[config.mk]
export PLATFORM = sky130hd
export DESIGN_NAME = csr_trap_unit
export DESIGN_NICKNAME = d
export VERILOG_FILES = /design/src/rtl/csr_trap_unit.sv
export SDC_FILE = /design/constraint.sdc
export NUM_CORES = 1
export LEC_CHECK = 0
export CELL_PAD_IN_SITES_DETAIL_PLACEMENT = 1
export CELL_PAD_IN_SITES_GLOBAL_PLACEMENT = 1
export CORE_MARGIN = 10
export CORE_UTILIZATION = 38
export DETAILED_ROUTE_END_ITERATION = 16
export GPL_TIMING_DRIVEN = 0
export PLACE_DENSITY_LB_ADDON = 0.1
export SYNTH_ARGS = -nofsm -noshare
export SYNTH_HDL_FRONTEND = slang
export SYNTH_SLANG_ARGS = --single-unit
[constraint.sdc]
create_clock -name clk -period 3.45 [get_ports clk]
set_input_delay 0.69 -clock clk [delete_from_list [all_inputs] [get_ports clk]]
set_output_delay 0.69 -clock clk [all_outputs]
set_load 0.005 [all_outputs]
[src/rtl/csr_trap_unit.sv]
// csr_trap_unit
//   Machine-mode CSR file with trap entry/exit and interrupt arbitration.
//   Holds mstatus (MIE/MPIE), mie, mtvec, mscratch, mepc, mcause, mip and the
//   mcycle/minstret counters, and presents the trap vector, saved PC and the
//   highest-priority pending enabled interrupt to the core.
//
// Ports
//   clk           clock
//   rst           asynchronous reset, active low
//   csr_addr      12-bit CSR address
//   csr_op        00 none, 01 write, 10 set, 11 clear
//   csr_src       operand for the CSR op
//   csr_rdata     combinational pre-update value of the addressed CSR
//   csr_illegal   combinational illegal-access flag
//   instr_retire  one instruction retires this cycle
//   trap_req      take a trap this cycle (trap_cause / trap_pc qualify it)
//   mret          return from trap this cycle
//   irq_ext/irq_timer/irq_soft  level-sensitive interrupt lines
//   irq_pending   global-enabled interrupt pending
//   irq_cause     mcause value for the winning interrupt, 0 if none
//   trap_vector   handler address from mtvec (direct or vectored)
//   mepc_out      current mepc
module csr_trap_unit #(
  parameter int          XLEN      = 32,
  parameter int          CNT_W     = 64,
  parameter logic [31:0] MTVEC_RST = 32'h0000_0000
) (
  input  logic            clk,
  input  logic            rst,
  input  logic [11:0]     csr_addr,
  input  logic [1:0]      csr_op,
  input  logic [XLEN-1:0] csr_src,
  output logic [XLEN-1:0] csr_rdata,
  output logic            csr_illegal,
  input  logic            instr_retire,
  input  logic            trap_req,
  input  logic [XLEN-1:0] trap_cause,
  input  logic [XLEN-1:0] trap_pc,
  input  logic            mret,
  input  logic            irq_ext,
  input  logic            irq_timer,
  input  logic            irq_soft,
  output logic            irq_pending,
  output logic [XLEN-1:0] irq_cause,
  output logic [XLEN-1:0] trap_vector,
  output logic [XLEN-1:0] mepc_out
);

  localparam logic [11:0] ADDR_MSTATUS   = 12'h300;
  localparam logic [11:0] ADDR_MIE       = 12'h304;
  localparam logic [11:0] ADDR_MTVEC     = 12'h305;
  localparam logic [11:0] ADDR_MSCRATCH  = 12'h340;
  localparam logic [11:0] ADDR_MEPC      = 12'h341;
  localparam logic [11:0] ADDR_MCAUSE    = 12'h342;
  localparam logic [11:0] ADDR_MIP       = 12'h344;
  localparam logic [11:0] ADDR_MCYCLE    = 12'hB00;
  localparam logic [11:0] ADDR_MINSTRET  = 12'hB02;
  localparam logic [11:0] ADDR_MCYCLEH   = 12'hB80;
  localparam logic [11:0] ADDR_MINSTRETH = 12'hB82;

  localparam logic [1:0] OP_NONE  = 2'b00;
  localparam logic [1:0] OP_WRITE = 2'b01;
  localparam logic [1:0] OP_SET   = 2'b10;
  localparam logic [1:0] OP_CLEAR = 2'b11;

  // Only MSIE(3), MTIE(7), MEIE(11) exist in mie.
  localparam logic [XLEN-1:0] MIE_MASK = 32'h0000_0888;
  // Upper counter halves only exist for 64-bit counters.
  localparam bit HAS_HI = (CNT_W == 64);

  // State
  logic             mie_bit_reg,  mie_bit_next;
  logic             mpie_bit_reg, mpie_bit_next;
  logic [XLEN-1:0]  mie_reg,      mie_next;
  logic [XLEN-1:0]  mtvec_reg,    mtvec_next;
  logic [XLEN-1:0]  mscratch_reg, mscratch_next;
  logic [XLEN-1:0]  mepc_reg,     mepc_next;
  logic [XLEN-1:0]  mcause_reg,   mcause_next;
  logic [XLEN-1:0]  mip_reg,      mip_next;
  logic [CNT_W-1:0] mcycle_reg,   mcycle_next;
  logic [CNT_W-1:0] minstret_reg, minstret_next;

  logic [XLEN-1:0] mstatus_val;
  logic [63:0]     mcycle_ext;
  logic [63:0]     minstret_ext;
  logic            addr_hit;
  logic            wr_nonzero;
  logic            csr_we;
  logic [XLEN-1:0] wdata;

  // MPP is hardwired to M-mode; only MIE and MPIE are real storage.
  assign mstatus_val = {19'b0, 2'b11, 3'b0, mpie_bit_reg, 3'b0, mie_bit_reg, 3'b0};

  // Zero-extended view so the read mux and write merge are width-agnostic;
  // with 32-bit counters the high halves simply read 0.
  assign mcycle_ext   = 64'(mcycle_reg);
  assign minstret_ext = 64'(minstret_reg);

  // Read mux (pre-update value) and address decode
  always_comb begin
    csr_rdata = '0;
    addr_hit  = 1'b1;
    case (csr_addr)
      ADDR_MSTATUS:   csr_rdata = mstatus_val;
      ADDR_MIE:       csr_rdata = mie_reg;
      ADDR_MTVEC:     csr_rdata = mtvec_reg;
      ADDR_MSCRATCH:  csr_rdata = mscratch_reg;
      ADDR_MEPC:      csr_rdata = mepc_reg;
      ADDR_MCAUSE:    csr_rdata = mcause_reg;
      ADDR_MIP:       csr_rdata = mip_reg;
      ADDR_MCYCLE:    csr_rdata = mcycle_ext[31:0];
      ADDR_MINSTRET:  csr_rdata = minstret_ext[31:0];
      ADDR_MCYCLEH:   csr_rdata = mcycle_ext[63:32];
      ADDR_MINSTRETH: csr_rdata = minstret_ext[63:32];
      default:        addr_hit  = 1'b0;
    endcase
  end

  // set/clear with a zero operand is a pure read: no update, never illegal.
  assign wr_nonzero  = (csr_op == OP_WRITE) || (csr_src != '0);
  assign csr_illegal = (csr_op != OP_NONE) &&
                       (!addr_hit || ((csr_addr == ADDR_MIP) && wr_nonzero));
  // Trap and mret both outrank a CSR op and drop it.
  assign csr_we      = (csr_op != OP_NONE) && !csr_illegal && wr_nonzero &&
                       !trap_req && !mret;

  always_comb begin
    case (csr_op)
      OP_WRITE: wdata = csr_src;
      OP_SET:   wdata = csr_rdata | csr_src;
      OP_CLEAR: wdata = csr_rdata & ~csr_src;
      default:  wdata = csr_rdata;
    endcase
  end

  // Next-state logic
  always_comb begin
    logic        cyc_wr_lo, cyc_wr_hi, ret_wr_lo, ret_wr_hi;
    logic [63:0] cyc_merge, ret_merge;

    mie_bit_next  = mie_bit_reg;
    mpie_bit_next = mpie_bit_reg;
    mie_next      = mie_reg;
    mtvec_next    = mtvec_reg;
    mscratch_next = mscratch_reg;
    mepc_next     = mepc_reg;
    mcause_next   = mcause_reg;
    cyc_wr_lo     = 1'b0;
    cyc_wr_hi     = 1'b0;
    ret_wr_lo     = 1'b0;
    ret_wr_hi     = 1'b0;

    mip_next     = '0;
    mip_next[3]  = irq_soft;
    mip_next[7]  = irq_timer;
    mip_next[11] = irq_ext;

    if (trap_req) begin
      mepc_next     = trap_pc & ~32'h3;
      mcause_next   = trap_cause;
      mpie_bit_next = mie_bit_reg;
      mie_bit_next  = 1'b0;
    end else if (mret) begin
      mie_bit_next  = mpie_bit_reg;
      mpie_bit_next = 1'b1;
    end else if (csr_we) begin
      case (csr_addr)
        ADDR_MSTATUS: begin
          mie_bit_next  = wdata[3];
          mpie_bit_next = wdata[7];
        end
        ADDR_MIE:       mie_next      = wdata & MIE_MASK;
        // Modes 2 and 3 are reserved: the whole write is dropped.
        ADDR_MTVEC:     if (!wdata[1]) mtvec_next = wdata;
        ADDR_MSCRATCH:  mscratch_next = wdata;
        ADDR_MEPC:      mepc_next     = wdata & ~32'h3;
        ADDR_MCAUSE:    mcause_next   = wdata;
        ADDR_MCYCLE:    cyc_wr_lo     = 1'b1;
        ADDR_MINSTRET:  ret_wr_lo     = 1'b1;
        ADDR_MCYCLEH:   cyc_wr_hi     = HAS_HI;
        ADDR_MINSTRETH: ret_wr_hi     = HAS_HI;
        default: ;
      endcase
    end

    // A write to either half replaces that half and skips this cycle's count.
    cyc_merge = mcycle_ext;
    if (cyc_wr_lo) cyc_merge[31:0]  = wdata;
    if (cyc_wr_hi) cyc_merge[63:32] = wdata;
    ret_merge = minstret_ext;
    if (ret_wr_lo) ret_merge[31:0]  = wdata;
    if (ret_wr_hi) ret_merge[63:32] = wdata;

    if (cyc_wr_lo || cyc_wr_hi) mcycle_next = CNT_W'(cyc_merge);
    else                        mcycle_next = mcycle_reg + CNT_W'(1);

    if (ret_wr_lo || ret_wr_hi) minstret_next = CNT_W'(ret_merge);
    else                        minstret_next = minstret_reg + CNT_W'(instr_retire);
  end

  always_ff @(posedge clk or negedge rst) begin
    if (!rst) begin
      mie_bit_reg  <= 1'b0;
      mpie_bit_reg <= 1'b0;
      mie_reg      <= '0;
      mtvec_reg    <= MTVEC_RST;
      mscratch_reg <= '0;
      mepc_reg     <= '0;
      mcause_reg   <= '0;
      mip_reg      <= '0;
      mcycle_reg   <= '0;
      minstret_reg <= '0;
    end else begin
      mie_bit_reg  <= mie_bit_next;
      mpie_bit_reg <= mpie_bit_next;
      mie_reg      <= mie_next;
      mtvec_reg    <= mtvec_next;
      mscratch_reg <= mscratch_next;
      mepc_reg     <= mepc_next;
      mcause_reg   <= mcause_next;
      mip_reg      <= mip_next;
      mcycle_reg   <= mcycle_next;
      minstret_reg <= minstret_next;
    end
  end

  // Interrupt arbitration: external > software > timer.
  always_comb begin
    logic [XLEN-1:0] pend_en;
    pend_en     = mip_reg & mie_reg;
    irq_pending = mie_bit_reg & (|pend_en);
    if (pend_en[11])     irq_cause = 32'h8000_000B;
    else if (pend_en[3]) irq_cause = 32'h8000_0003;
    else if (pend_en[7]) irq_cause = 32'h8000_0007;
    else                 irq_cause = '0;
  end

  // Vectored mode only redirects interrupts; exceptions use the base.
  always_comb begin
    logic [XLEN-1:0] base;
    base = {mtvec_reg[31:2], 2'b00};
    if ((mtvec_reg[1:0] == 2'b01) && mcause_reg[31])
      trap_vector = base + {mcause_reg[29:0], 2'b00};
    else
      trap_vector = base;
  end

  assign mepc_out = mepc_reg;

endmodule
==> run_results.csv <==
group,metric,value,unit
outcome,status,"finished with violations",
outcome,violations,"setup timing",
worst_setup_path,crit_type,"reg2out",
clock_tree,cts_hold_buf,0,
place,place_ws,-2060,ps
floorplan,die_area,0.0585,mm^2
yosys,seq_area_frac_synth,34.9,%
worst_setup_path,crit_arrival,3950,ps
global_routing,antenna_found_initial,11,
worst_setup_path,cp_cell_sequence,"ha_4, inv_2, fa_2, nor2b_2, o31a_1, o31a_1, o31ai_4, a311oi_2, or4_4, a31oi_4, mux2i_1, o211ai_1, buf_2",
sta,hold_viol_final,0,
clock_tree,clk_pin_slew,60,ps
yosys,ys_seq_elements,261,
floorplan,fp-row-count,81,
sta,slew_headroom,24.0,%
clock_tree,cts.htree.levels,2,
yosys,synth.avg_cell_area,7.94,um^2
worst_setup_path,cp_top_family,"compound AO/OA/AOI/OAI gates",
clock_tree,clkSinkCount,261,
place,dp_hpwl,88.8,mm
worst_setup_path,worstPathRequired,2760,ps
sta,fin_skew,35.5,ps
worst_setup_path,reg2reg_from,"minstret_ext[5]",
power,comb_power_share,16.7,%
sta,maxSlewViolCount,0,
power,p_int,5990,uW
routing,wl_per_cell,35.1,um
yosys,yosysWarnings,0,
global_routing,first_global_vias,23600,
sta,worstMarginPinSlew,1140,ps
worst_setup_path,ff2ff_setup_slack,120,ps
run,cap_violations,0,
power,ir_worst_vdd,292,uV
power,share_clk_of_total_power,44.4,%
layout,nets,2989,
routing,wl,124,mm
power,p_switching,2720,uW
floorplan,ios,248,
yosys,synth_ff_type,"dfrtp_1",
sta,worst_slack,-1190,ps
yosys,synthesis.instances,2356,
worst_setup_path,end_kind,"primary output",
floorplan,start_util,38.4,%
clock_tree,cts_made_buffers,35,
clock_tree,clk_path_buf_depth,3,
worst_setup_path,startpoint_type,"register",
yosys,syn_area,0.0187,mm^2
layout,final_util,54.7,%
worst_hold_path,hold_class,"in2async",
power,power_density,327,mW/mm^2
routing,vias_per_cell,6.77,
power,p_leak,0.0116,uW
yosys,synth_cell_types,86,
clock_tree,clk_latency,590,ps
power,seqPwrFrac,38.9,%
floorplan,design.core.area,0.0487,mm^2
global_routing,grtUsageTotal,39.7,%
place,gp_congestion,1.06,
floorplan,dieHeight,242,um
sta,setup_viol,49,
worst_setup_path,critPathBufInv,2,
worst_setup_path,r2r_end,"minstret_ext[61]",
routing,vias,23900,
routing,drc,0,
layout,drive_above_1_share,27.4,%
sta,rsz0062_at_grt,"true",
routing,dr.pass1.iters,6,
global_routing,grt_pass1_wl,171,mm
place,port_buffers,213,
global_routing,grt_overflow,0,
routing,ant_nets,0,
layout,stdcell_area,0.0266,mm^2
place,place_area,0.0220,mm^2
worst_setup_path,crit_path_max_fanout,3,
power,switching_share,31.2,%
sta,fmax,215,MHz
yosys,async_reset_ff_share,100,%
sta,period_share,135,%
routing,initialDrtViolationCount,3352,
global_routing,grt_max_degree,108,
sta,post-route-min-period,4640,ps
place,post-place-cells,3271,
layout,layout.cells.non_filler,3536,
floorplan,dieWidth,242,um
worst_setup_path,reg2reg_depth,10,
worst_setup_path,crit_path_frequent_cell,"o31a_1",
layout,syn2layout_area_growth,42.5,%
sta,finalSetupTns,-13010,ps
worst_setup_path,critPathMaxStageDelay,570,ps
clock_tree,cts_tree,"yes",
clock_tree,root_buffer,"clkbuf_16",
yosys,synth-edff-count,0,
worst_setup_path,crit_slowest_cell,"or4_4",
[logic make-up (layout without fill, tap and decap cells)]
group / Yosys count / in the layout / share of synthesized area, %
simple gates: 870 / 870 / 22.3
compound gates: 815 / 815 / 26.7
flops: 261 / 261 / 34.9
buf+inv: 230 / 704 / 6.11
mux: 99 / 99 / 5.55
xor+xnor: 47 / 47 / 2.20
fa+ha+maj: 33 / 33 / 2.25
other cells: 1 / 43 / 0.0201
[synth_stat cells (8+ instances only)]
cell type / count / area, um^2
a2111oi_0: 9 / 78.8
a211oi_1: 16 / 120
a21o_1: 18 / 135
a21oi_1: 292 / 1460
a221o_1: 12 / 120
a221oi_1: 14 / 123
a22o_1: 32 / 280
a22oi_1: 53 / 398
a31oi_1: 14 / 87.6
and2_1: 22 / 138
and3_1: 32 / 200
and4_1: 15 / 131
buf_2: 68 / 340
buf_4: 41 / 308
clkbuf_1: 66 / 248
dfrtp_1: 261 / 6530
ha_1: 32 / 400
inv_1: 45 / 169
mux2_2: 31 / 349
mux2i_1: 62 / 621
nand2_1: 289 / 1080
nand2b_1: 11 / 68.8
nand3_1: 90 / 450
nand4_1: 41 / 257
nor2_1: 248 / 931
nor3_1: 37 / 185
nor4_1: 18 / 113
o21a_1: 9 / 67.6
o21ai_0: 222 / 1110
o21ai_1: 16 / 80.1
o22a_1: 10 / 87.6
o22ai_1: 26 / 163
o31ai_1: 8 / 60.1
or2_2: 8 / 50.1
or3_1: 8 / 50.1
xnor2_1: 37 / 324
xor2_1: 10 / 87.6
[power groups by stage]
stage | Sequential (uW) | Clock [uW] | Combinational, uW
2_1_floorplan | 3310 | 0 | 505
3_3_place_gp | 3420 | 0 | 1110
3_5_place_dp | 3420 | 0 | 1150
4_1_cts | 3370 | 3810 | 1300
5_1_grt | 3390 | 3970 | 1490
6_report | 3390 | 3860 | 1460
[per-layer routing]
layer | track usage (%) | up-vias | part of all wire, %
li1 | - | 9559 | -
met2 | 56.9 | 1845 | 42
met4 | 24.8 | 10 | 7.0
met5 | 0 | - | 0.12
met1 | 49.4 | 12000 | 38
met3 | 15.3 | 510 | 14
[layout by cell type, fill, tap and decap left out, drive strengths merged, types with 16 or more instances in the layout]
| cell type | n |
|---|---|
| nor4 | 22 |
| a21oi | 292 |
| buf | 378 |
| nand2 | 290 |
| dfrtp | 261 |
| conb | 31 |
| mux2 | 37 |
| nor2 | 248 |
| inv | 46 |
| mux2i | 62 |
| ha | 32 |
| nand4 | 41 |
| a21o | 18 |
| a22o | 32 |
| and3 | 32 |
| a211oi | 16 |
| nand3 | 91 |
| xnor2 | 37 |
| dlygate4sd2 | 25 |
| and2 | 23 |
| o22ai | 29 |
| nor3 | 48 |
| a22oi | 60 |
| clkbuf | 113 |
| o21ai | 239 |
| clkdlybuf4s50 | 116 |
[stage by stage]
step | total power (uW) | hold slack (ps)
final | 8710 | 191
after global routing | 8840 | 235
after detailed placement | 4580 | 496
after CTS | 8480 | 221
after floorplan | 3820 | 394
after global placement | 4530 | 488
[timing repair]
item	CTS	global route
setup endpoints to repair	321	172
hold endpoints to repair	0	0
gates cloned	0	0
resized for setup	641	161
pin swaps	98	81
buffers inserted	156	62
[worst max path at each step]
stage,startpoint,end,depth (start not counted),slack (ps)
after floorplan,mtvec_reg[2],trap_vector[30],12,-7
after global placement,rst,minstret_ext[10],1,-10780
after detailed placement,csr_addr[1],mepc_out[2],10,-2060
after CTS,mtvec_reg[2],trap_vector[28],13,-1320
after global routing,mtvec_reg[2],trap_vector[28],13,-1220
final,mtvec_reg[2],trap_vector[28],13,-1190
[final cells by class]
class / count / area (um^2)
antenna: 12 / 30.0
multi-input combinational: 1895 / 12800
clock inverter: 12 / 153
clock buffer: 47 / 992
inverter: 45 / 169
sequential: 261 / 6570
tap: 664 / 831
fill: 5723 / 22100
buffer: 172 / 1160
timing repair buffer: 428 / 3970
Note: power is estimated with default switching activity, not from simulation.
